==> src/rtl/toy_bus_pkt_lock_arb.sv <==
// toy_bus packet arbiter: oldest-first age matrix, per-packet grant lock,
// and a single registered output slice.
module toy_bus_pkt_lock_arb #(
    parameter int unsigned NUM_IN  = 4,
    parameter int unsigned DATA_W  = 32,
    parameter int unsigned ID_W    = 4,
    parameter int unsigned LOCK_EN = 1
) (
    input  logic                     clk,
    input  logic                     rst_n,
    input  logic [NUM_IN-1:0]        in_vld,
    output logic [NUM_IN-1:0]        in_rdy,
    input  logic [NUM_IN-1:0]        in_opcode,
    input  logic [NUM_IN-1:0]        in_last,
    input  logic [NUM_IN*DATA_W-1:0] in_data,
    input  logic [NUM_IN*ID_W-1:0]   in_src_id,
    input  logic [NUM_IN*ID_W-1:0]   in_tgt_id,
    output logic                     out_vld,
    input  logic                     out_rdy,
    output logic                     out_opcode,
    output logic                     out_last,
    output logic [DATA_W-1:0]        out_data,
    output logic [ID_W-1:0]          out_src_id,
    output logic [ID_W-1:0]          out_tgt_id,
    output logic [NUM_IN-1:0]        out_grant
);

    localparam int unsigned IW = $clog2(NUM_IN);

    typedef enum logic {
        S_IDLE,
        S_LOCKED
    } state_e;

    state_e            state_q, state_d;
    logic [IW-1:0]     lock_idx_q, lock_idx_d;
    logic [NUM_IN-1:0] age_q [NUM_IN];
    logic [NUM_IN-1:0] age_d [NUM_IN];

    logic [NUM_IN-1:0] oldest;
    logic [NUM_IN-1:0] lock_oh;
    logic [NUM_IN-1:0] sel;
    logic              slot_free;
    logic              acc;
    logic              age_upd;

    logic [IW-1:0]     win_idx;
    logic              win_last;
    logic              win_op;
    logic [DATA_W-1:0] win_data;
    logic [ID_W-1:0]   win_src;
    logic [ID_W-1:0]   win_tgt;

    logic              out_vld_q;
    logic              out_op_q;
    logic              out_last_q;
    logic [DATA_W-1:0] out_data_q;
    logic [ID_W-1:0]   out_src_q;
    logic [ID_W-1:0]   out_tgt_q;
    logic [NUM_IN-1:0] out_grant_q;

    // age_q[i][j] = 1 means requester j is older than i and beats it
    always_comb begin
        oldest = '0;
        for (int i = 0; i < NUM_IN; i++) begin
            oldest[i] = in_vld[i] & ~|(age_q[i] & in_vld);
        end
        lock_oh = NUM_IN'(1) << lock_idx_q;
        sel     = (state_q == S_LOCKED) ? (lock_oh & in_vld) : oldest;
    end

    assign slot_free = ~out_vld_q | out_rdy;
    assign in_rdy    = sel & {NUM_IN{slot_free}};
    assign acc       = |(in_vld & in_rdy);

    always_comb begin
        win_idx  = '0;
        win_last = 1'b0;
        win_op   = 1'b0;
        win_data = '0;
        win_src  = '0;
        win_tgt  = '0;
        for (int i = 0; i < NUM_IN; i++) begin
            if (sel[i]) begin
                win_idx  = IW'(i);
                win_last = in_last[i];
                win_op   = in_opcode[i];
                win_data = in_data[i*DATA_W +: DATA_W];
                win_src  = in_src_id[i*ID_W +: ID_W];
                win_tgt  = in_tgt_id[i*ID_W +: ID_W];
            end
        end
    end

    always_comb begin
        state_d    = state_q;
        lock_idx_d = lock_idx_q;
        unique case (state_q)
            S_IDLE: begin
                if ((LOCK_EN != 0) && acc && !win_last) begin
                    state_d    = S_LOCKED;
                    lock_idx_d = win_idx;
                end
            end
            S_LOCKED: begin
                if (acc && win_last) begin
                    state_d = S_IDLE;
                end
            end
            default: state_d = S_IDLE;
        endcase
    end

    // winner becomes youngest: everyone beats it, it beats nobody
    assign age_upd = acc & (win_last | (LOCK_EN == 0));

    always_comb begin
        for (int i = 0; i < NUM_IN; i++) begin
            age_d[i] = age_q[i];
        end
        if (age_upd) begin
            for (int i = 0; i < NUM_IN; i++) begin
                for (int j = 0; j < NUM_IN; j++) begin
                    if (IW'(i) == win_idx && i != j) begin
                        age_d[i][j] = 1'b1;
                    end
                    if (IW'(j) == win_idx) begin
                        age_d[i][j] = 1'b0;
                    end
                end
            end
        end
    end

    always_ff @(posedge clk or negedge rst_n) begin
        if (!rst_n) begin
            state_q    <= S_IDLE;
            lock_idx_q <= '0;
            for (int i = 0; i < NUM_IN; i++) begin
                for (int j = 0; j < NUM_IN; j++) begin
                    age_q[i][j] <= (j < i);
                end
            end
        end else begin
            state_q    <= state_d;
            lock_idx_q <= lock_idx_d;
            for (int i = 0; i < NUM_IN; i++) begin
                age_q[i] <= age_d[i];
            end
        end
    end

    // output slice: load and drain may coincide for 1 beat/clk
    always_ff @(posedge clk or negedge rst_n) begin
        if (!rst_n) begin
            out_vld_q   <= 1'b0;
            out_op_q    <= 1'b0;
            out_last_q  <= 1'b0;
            out_data_q  <= '0;
            out_src_q   <= '0;
            out_tgt_q   <= '0;
            out_grant_q <= '0;
        end else if (acc) begin
            out_vld_q   <= 1'b1;
            out_op_q    <= win_op;
            out_last_q  <= win_last;
            out_data_q  <= win_data;
            out_src_q   <= win_src;
            out_tgt_q   <= win_tgt;
            out_grant_q <= sel;
        end else if (out_rdy) begin
            out_vld_q   <= 1'b0;
        end
    end

    assign out_vld    = out_vld_q;
    assign out_opcode = out_op_q;
    assign out_last   = out_last_q;
    assign out_data   = out_data_q;
    assign out_src_id = out_src_q;
    assign out_tgt_id = out_tgt_q;
    assign out_grant  = out_grant_q;

endmodule

==> config.mk <==
export PLATFORM = sky130hd
export DESIGN_NAME = toy_bus_pkt_lock_arb
export DESIGN_NICKNAME = d
export VERILOG_FILES = /design/src/rtl/toy_bus_pkt_lock_arb.sv
export SDC_FILE = /design/constraint.sdc
export NUM_CORES = 1
export LEC_CHECK = 0
export ABC_AREA = 0
export CAP_MARGIN = 20
export CORE_UTILIZATION = 40
export DETAILED_ROUTE_END_ITERATION = 16
export PLACE_DENSITY = 0.86
export SLEW_MARGIN = 25
export SYNTH_ARGS = -nofsm -noshare
export SYNTH_HDL_FRONTEND = slang
export SYNTH_SLANG_ARGS = --single-unit
==> constraint.sdc <==
create_clock -name clk -period 6.85 [get_ports clk]
set_input_delay 1.37 -clock clk [delete_from_list [all_inputs] [get_ports clk]]
set_output_delay 1.37 -clock clk [all_outputs]
set_load 0.01 [all_outputs]
== Word level (Yosys, flattened, before mapping) ==
Cells that the tools add are included.

* Bitwise logic cells: 15
* Eq/ne operators: 3
* Reductions and logical operators: 27
* Shift-type cells: 1
* Mux-type cells: 45

{| class="wikitable"
|+ Operators by type and width
! operator !! number
|-
| $mux 32 || 4
|-
| $mux 4 || 9
|-
| $mux 1 || 29
|-
| $and 4x4->4 || 6
|-
| $reduce_or 4->1 || 5
|-
| $reduce_and 2->1 || 7
|-
| $reduce_bool 2->1 || 7
|-
| $and 1x1->1 || 5
|-
| $logic_not 1->1 || 5
|-
| $and 3x4->4 || 1
|-
| $eq 2x2->1 const A || 2
|-
| $mux 2 || 2
|-
| $shl 1x2->4 const A || 1
|-
| $eq 1x2->1 const A || 1
|-
| $logic_and 1x1->1 || 2
|-
| $logic_not 2->1 || 1
|-
| $not 1->1 || 2
|-
| $pmux 1 s2 || 1
|-
| $or 1x1->1 || 1
|}

* Output and inout port bits: 51
* Register bits after elaboration: 62
* Input bits: 175

== Longest topological paths before layout ==
Gate-level depths: netlist of run 1.

* Word-level depth: 13
* Mapped depth: 10

== Worst setup path before layout of run 1 ==
OpenSTA, ideal clock, no wires.

* Path kind: in2out
* Start point: input in_vld[1]
* End point: output in_rdy[0]
* Path slack: 2.890 ns
* Cell stages on the path: 4
* Path buffers: 1
* Data arrival time: 2.590 ns
* Required time: 5.480 ns
* Cells stage by stage: a22o_1 -> o41ai_4 -> clkbuf_1 -> and2_1

* Cells in the longest elaborated chain, start to end: 6

{| class="wikitable"
|+ Ends and longest elaborated chain
! what !! line !! source
|-
| start, declared || 11 || <nowiki>input logic [NUM_IN-1:0] in_vld,</nowiki>
|-
| $and 4x4->4 || 66 || <nowiki>oldest[i] = in_vld[i] & ~|(age_q[i] & in_vld);</nowiki>
|-
| $reduce_or 4->1 || 66 ||
|-
| $logic_not 1->1 || 66 ||
|-
| $and 1x1->1 || 66 ||
|-
| $mux 4 || 69 || <nowiki>sel = (state_q == S_LOCKED) ? (lock_oh & in_vld) : oldest;</nowiki>
|-
| $and 4x4->4 || 73 || <nowiki>assign in_rdy = sel & {NUM_IN{slot_free}};</nowiki>
|-
| end, declared || 12 || <nowiki>output logic [NUM_IN-1:0] in_rdy,</nowiki>
|}

No other way between the ends.

== Worst setup path in the final report of run 1 ==
Same ends and word-level chain as after synthesis.

==> results of run 1 <==
cell families (layout without fill, tap and decap cells):
| kind of cell | after synthesis | in the layout |
|---|---|---|
| AO/OA/AOI/OAI | 180 | 180 |
| adder cells (fa/ha/maj) | 4 | 4 |
| buffers and inverters | 46 | 258 |
| flip-flops | 62 | 62 |
| multiplexers | 5 | 5 |
| AND/OR/NAND/NOR | 133 | 133 |
layer usage:
layer | vias up | routed length, µm
li1 | 2014 | -
met1 | 2056 | 5320
met2 | 229 | 6870
met3 | 33 | 1190
met4 | 0 | 387
met5 | - | 0
state kept, by name (all words and copies together) (netlist names), named ones only:
register and count:
out_data 32, age_q 12, out_grant 4, out_src_id 4
out_tgt_id 4, lock_idx_q 2, out_last 1, out_opcode 1
out_vld 1
cell usage in the layout (no fill, tap or decap), types with 2 or more instances in the layout:
| cell type | count |
|---|---|
| clkdlybuf4s50_1 | 224 |
| nor2_1 | 75 |
| dfrtp_1 | 56 |
| a21oi_1 | 54 |
| o22ai_1 | 30 |
| a221oi_1 | 29 |
| nand2_1 | 23 |
| o21ai_0 | 21 |
| a31oi_1 | 15 |
| nand3_1 | 13 |
| inv_1 | 9 |
| clkbuf_8 | 9 |
| buf_4 | 7 |
| o31ai_1 | 6 |
| dfstp_2 | 6 |
| mux2i_1 | 4 |
| a21o_1 | 4 |
| o21ai_1 | 4 |
| ha_1 | 4 |
| a22oi_1 | 3 |
| nor2b_1 | 3 |
| nand2b_1 | 3 |
| and2_1 | 3 |
| and4b_1 | 2 |
| a31o_2 | 2 |
| clkinv_2 | 2 |
| bufinv_16 | 2 |
area by class of cell:
class / count / area, µm² / area share
inverters: 10 / 37.5 / 0.00610
flip-flops and latches: 62 / 1560 / 0.254
multi-input cells: 322 / 1900 / 0.310
clock buffers: 10 / 128 / 0.0208
well taps: 108 / 135 / 0.0220
clock inverters: 6 / 86.3 / 0.0140
repair buffers: 232 / 2300 / 0.374
Yosys cell counts, types with 2 or more instances:
master,instances
a31o_2,2
nand3_1,13
nand2_1,24
ha_1,4
buf_2,11
a21oi_1,54
and4b_1,2
o21a_1,2
dfrtp_1,56
nand2b_1,3
o22ai_1,30
nor2b_1,3
a21o_1,4
dfstp_2,6
a221oi_1,29
o21ai_0,21
o31ai_1,6
and2_1,3
clkbuf_1,20
o21ai_1,4
mux2i_1,4
a22oi_1,3
buf_1,2
nor2_1,75
a31oi_1,15
inv_1,9
path summary, 6_finish.rpt:
check | end
setup / recovery | in_rdy[0]
hold reg to reg | out_grant[0]$_DFFE_PN0P_
min in group asynchronous | age_q[7]$_DFFE_PN0P_
max in group asynchronous | out_src_id[0]$_DFFE_PN0P_
setup reg to reg | age_q[10]$_DFFE_PN0P_
hold / removal | out_grant[0]$_DFFE_PN0P_
report_power, final:
group	switching [mW]	total, mW	internal, mW
combinational	0.913	1.68	0.764
sequential	0.128	0.711	0.583
clock	0.147	0.352	0.204
total	1.19	2.74	1.55
critical path, stage by stage:
cell and delay, ps:
clkdlybuf4s50_1 510, a22o_1 320, o41ai_4 830, and2_1 260, clkdlybuf4s50_1 580
==> results.sh, run 1 <==
export IMPL_detailed_place_area_um2=5930
export IMPL_synth_area_um2=3650
export IMPL_crit_path_end_kind="output port"
export IMPL_synthAdderAreaFrac=0.0137
export IMPL_r2r_slack_ps=3420
export IMPL_busiest_layer="met2"
export IMPL_synth_ff_type="dfrtp_1"
export IMPL_synthSimpleGateAreaFrac=0.165
export IMPL_synth_cell_types=51
export IMPL_hold_path_class="flop to flop"
export IMPL_synth_area_leaders="dfrtp_1 (38%), nor2_1 (7.7%), a21oi_1 (7.4%), a221oi_1 (7.0%), o22ai_1 (5.1%)"
export IMPL_synthCells=430
export IMPL_synth_warnings=0
export IMPL_synth_edf_count=0
export IMPL_post_cts_buffers=0
export IMPL_dp_hpwl_um=10200
export IMPL_critical_path_required_ps=5480
export IMPL_skew_ps=7.01
export IMPL_routed_wl_um=13800
export IMPL_port_buffers=225
export IMPL_avgSynthCellArea_um2=8.49
export IMPL_place_detailed_instances=734
export IMPL_fin_hold_ws_ps=483
export IMPL_cts_hold_buf=0
export IMPL_p_leak_nw=2.41
export IMPL_clock_latency_ps=330
export IMPL_start_util=0.416
export IMPL_drt_initial_drc_count=218
export IMPL_whs_path_depth=1
export IMPL_synth_top_area_frac=0.384
export IMPL_yosysTopAreaCell="dfrtp_1"
export IMPL_grt_overflow_total=0
export IMPL_tritoncts="yes"
export IMPL_utilization=0.702
export IMPL_synth_mux_area_frac=0.0141
export IMPL_synth_top_family_by_area="compound AO/OA/AOI/OAI gates"
export IMPL_synth_xor_xnor_area_share=0
export IMPL_grt_pass1_vias=4386
export IMPL_total_power_mw=2.74
export IMPL_drive_gt1_frac=0.0685
export IMPL_synth_compound_area_frac=0.326
export IMPL_place_congestion=0.926
export IMPL_tns_ps=0
export IMPL_routed_via_density=5.78
export IMPL_finalInstanceArea_um2=6150
export IMPL_setup_ws_ps=1610
export IMPL_power_density_nw_per_um2=445
export IMPL_dieHeight_um=97.5
export IMPL_maxSlewViolCount=0
export IMPL_hold_violations=0
export IMPL_rsz0062_at_grt="false"
export IMPL_grt_pass1_wl_um=21700
export IMPL_crit_path_start="in_vld[1]"
export IMPL_worstSetupPathType="input port to output port"
export IMPL_use_met3=0.0820
export IMPL_postRouteAntennaNets=0
export IMPL_maxCapViolations=0
export IMPL_setup_viol=0
export IMPL_cts_path_max_buffers=2
export IMPL_area_growth_pct=68.5
export IMPL_final_cell_count_no_fill=750
export IMPL_vias=4332
export IMPL_rows=34
export IMPL_dr_pass1_iters=5
export IMPL_cp_start_kind="input port"
export IMPL_antennaDiodeCount=0
export IMPL_max_slew_margin=0.376
export IMPL_fmax_ghz=0.191
export IMPL_grt_util_met2=0.491
export IMPL_outcome="finished, final reports clean"
export IMPL_nFillCells=684
export IMPL_grtUsageMet1=0.336
export IMPL_fp_dieW_um=97.5
export IMPL_coreArea_um2=8760
export IMPL_fin_nets=816
export IMPL_yosysSeqAreaShare=0.427
export IMPL_drc=0
export IMPL_cts_clk_slew_worst_paths_ps=70
export IMPL_fin_crit_sh=0.766
export IMPL_rr_worst_depth=9
export IMPL_synthArstFlopShare=1.00
export IMPL_cts_sinks=62
export IMPL_crit_arrival_ps=3870
export IMPL_cts_inserted_buffers=9
export IMPL_grtUsageTotal=0.283
export IMPL_post_cts_resized=0
export IMPL_pre_cts_slack_ps=1570
export IMPL_io_pins=226
export IMPL_syn_num_nets=609
export IMPL_hp_start="out_grant[0]$_DFFE_PN0P_"
export IMPL_synth_seq_cells=62
export IMPL_die_area_um2=9510
export IMPL_worst_slew_pin_slew_ps=933
export IMPL_cts_root_buf="clkbuf_8"
export IMPL_path_max_fanout=16
export IMPL_htree_levels=3
export IMPL_antenna_found_initial=0
export IMPL_wire_per_inst_um=18.4
export IMPL_grt_max_degree=63
export IMPL_peakVddDrop_uv=244
export IMPL_min_period_ps=5240
Note: power is estimated with default switching activity, not from simulation.
==> run 2, diff against run 1 <==
CORE_UTILIZATION = 34   (was 40)
PLACE_DENSITY = 0.78   (was 0.86)
clock period = 4.5 ns   (was 6.85 ns; I/O delays follow)
==> run 2 against run 1 <==
Against the previous run:
- critical path depth unchanged
- highest routed layer unchanged
- sequential power increased by 53%
- largest power group unchanged
- clock skew increased by 1.1 ps
- combinational power increased by 54%
- hold slack improved by 1.2 ps
- register-to-register slack got worse by 1800 ps
- sequential cell count did not move
- clock power grew 64%
- largest cell class unchanged
- global-route usage decreased by 3.1 points
==> results.sh, run 2 (same netlist as run 1, synthesis figures left out) <==
export IMPL_crit_family="buffers and inverters"
export IMPL_crit_path_end_kind="output port"
export IMPL_rr_worst_depth=7
export IMPL_layout_common_cells="clkdlybuf4s50_1 (224), nor2_1 (75), dfrtp_1 (56)"
export IMPL_routed_via_density=5.55
export IMPL_grt_max_degree=47
export IMPL_dp_hpwl_um=10600
export IMPL_post_cts_resized=0
export IMPL_antenna_found_initial=0
export IMPL_path_max_fanout=7
export IMPL_grt_overflow_total=0
export IMPL_r2r_slack_ps=1670
export IMPL_cts_path_max_buffers=2
export IMPL_antennaDiodeCount=0
export IMPL_grt_pass1_wl_um=22100
export IMPL_htree_levels=3
export IMPL_min_period_ps=3770
export IMPL_crit_buf_inv=2
export IMPL_routed_wl_um=14300
export IMPL_cts_clk_slew_worst_paths_ps=70
export IMPL_dr_pass1_iters=5
export IMPL_worst_slew_pin_slew_ps=960
export IMPL_fin_nets=821
export IMPL_path_common_cell="clkdlybuf4s50_1"
export IMPL_hold_path_class="flop to flop"
export IMPL_coreArea_um2=10400
export IMPL_largest_reg_flops=32
export IMPL_skew_ps=8.10
export IMPL_nFillCells=914
export IMPL_clock_latency_ps=330
export IMPL_postRouteAntennaNets=0
export IMPL_cp_depth=5
export IMPL_cp_cell_sequence="clkdlybuf4s50_1, a22o_1, o41ai_4, and2_1, clkdlybuf4s50_1"
export IMPL_crit_end="in_rdy[0]"
export IMPL_io_pins=226
export IMPL_area_growth_pct=70.9
export IMPL_die_area_um2=11200
export IMPL_setup_viol=0
export IMPL_maxCapViolations=0
export IMPL_drt_initial_drc_count=351
export IMPL_grtUsageTotal=0.252
export IMPL_cp_start_kind="input port"
export IMPL_rows=37
export IMPL_grt_pass1_vias=4514
export IMPL_dieHeight_um=106
export IMPL_start_util=0.352
export IMPL_detailed_place_area_um2=6000
export IMPL_crit_path_start="in_vld[1]"
export IMPL_peakVddDrop_uv=392
export IMPL_critical_path_required_ps=3600
export IMPL_crit_arrival_ps=2870
export IMPL_vias=4346
export IMPL_fp_dieW_um=106
export IMPL_max_slew_margin=0.357
export IMPL_post_cts_buffers=0
export IMPL_tritoncts="yes"
export IMPL_final_common_cell="clkdlybuf4s50_1"
export IMPL_cts_inserted_buffers=9
export IMPL_drc=0
export IMPL_finalInstanceArea_um2=6240
export IMPL_wire_per_inst_um=18.2
export IMPL_maxSlewViolCount=0
export IMPL_fmax_ghz=0.265
export IMPL_power_density_nw_per_um2=683
export IMPL_port_buffers=225
export IMPL_outcome="finished, final reports clean"
export IMPL_slowest_stage="clkdlybuf4s50_1"
export IMPL_p_leak_nw=2.45
export IMPL_tns_ps=0
export IMPL_drive_gt1_frac=0.0711
export IMPL_cts_hold_buf=0
export IMPL_cts_sinks=62
export IMPL_rsz0062_at_grt="false"
export IMPL_cts_root_buf="clkbuf_8"
export IMPL_r2r_end="age_q[10]$_DFFE_PN0P_"
export IMPL_worstSetupPathType="input port to output port"
export IMPL_place_congestion=0.934
export IMPL_hold_violations=0
export IMPL_fin_crit_sh=0.837
export IMPL_cpPeakStageDelay_ps=560
-- run 2: layout make-up --
cell class / instances / area (µm²) / share of cell area
multi-input cells: 322 / 1900 / 0.305
well taps: 136 / 170 / 0.0273
inverters: 10 / 37.5 / 0.00602
repair buffers: 237 / 2340 / 0.375
clock buffers: 13 / 169 / 0.0271
clock inverters: 3 / 65.1 / 0.0104
flip-flops and latches: 62 / 1560 / 0.250
-- run 2: worst min path at each step --
stage	endpoint	startpoint	cells after the start
5_1_grt	out_grant[2]$_DFFE_PN0P_	out_grant[2]$_DFFE_PN0P_	1
3_3_place_gp	out_grant[2]$_DFFE_PN0P_	out_grant[2]$_DFFE_PN0P_	1
3_5_place_dp	out_grant[2]$_DFFE_PN0P_	out_grant[2]$_DFFE_PN0P_	1
2_1_floorplan	age_q[8]$_DFFE_PN1P_	age_q[8]$_DFFE_PN1P_	2
6_report	out_grant[2]$_DFFE_PN0P_	out_grant[2]$_DFFE_PN0P_	1
4_1_cts	out_grant[2]$_DFFE_PN0P_	out_grant[2]$_DFFE_PN0P_	1
-- run 2: metal layers --
metal  track usage  vias up  routed length (µm)
met1         0.295     2074                5640
li1              -     2030                   -
met4        0.0913        0                 321
met3        0.0513       32                 980
met2         0.454      210                7330
met5             0        -                   0
-- run 2: where the power goes --
group	internal, mW	leakage (nW)	switching [mW]
Clock	0.357	0.120	0.221
Combinational	1.18	1.60	1.41
Sequential	0.888	0.727	0.200
Total	2.43	2.45	1.83
-- run 2: stage by stage --
step	total power [mW]	setup slack [ps]	cells	util	hold slack, ps
finish	4.26	733	783	0.601	485
global route	4.58	685	783	0.601	503
CTS	4.27	757	783	0.601	490
detailed placement	3.68	755	767	0.579	475
global placement	3.58	798	767	0.579	468
floorplan	2.62	1480	430	-	445
-- run 2: worst reg2reg max path: cells and delay by family, from the launching register on --
family / cells / cell delay, ps
AND/OR/NAND/NOR: 3 / 790
adder cells (fa/ha/maj): 1 / 250
AO/OA/AOI/OAI: 2 / 930
flip-flops: 1 / 640
buffers and inverters: 1 / 140
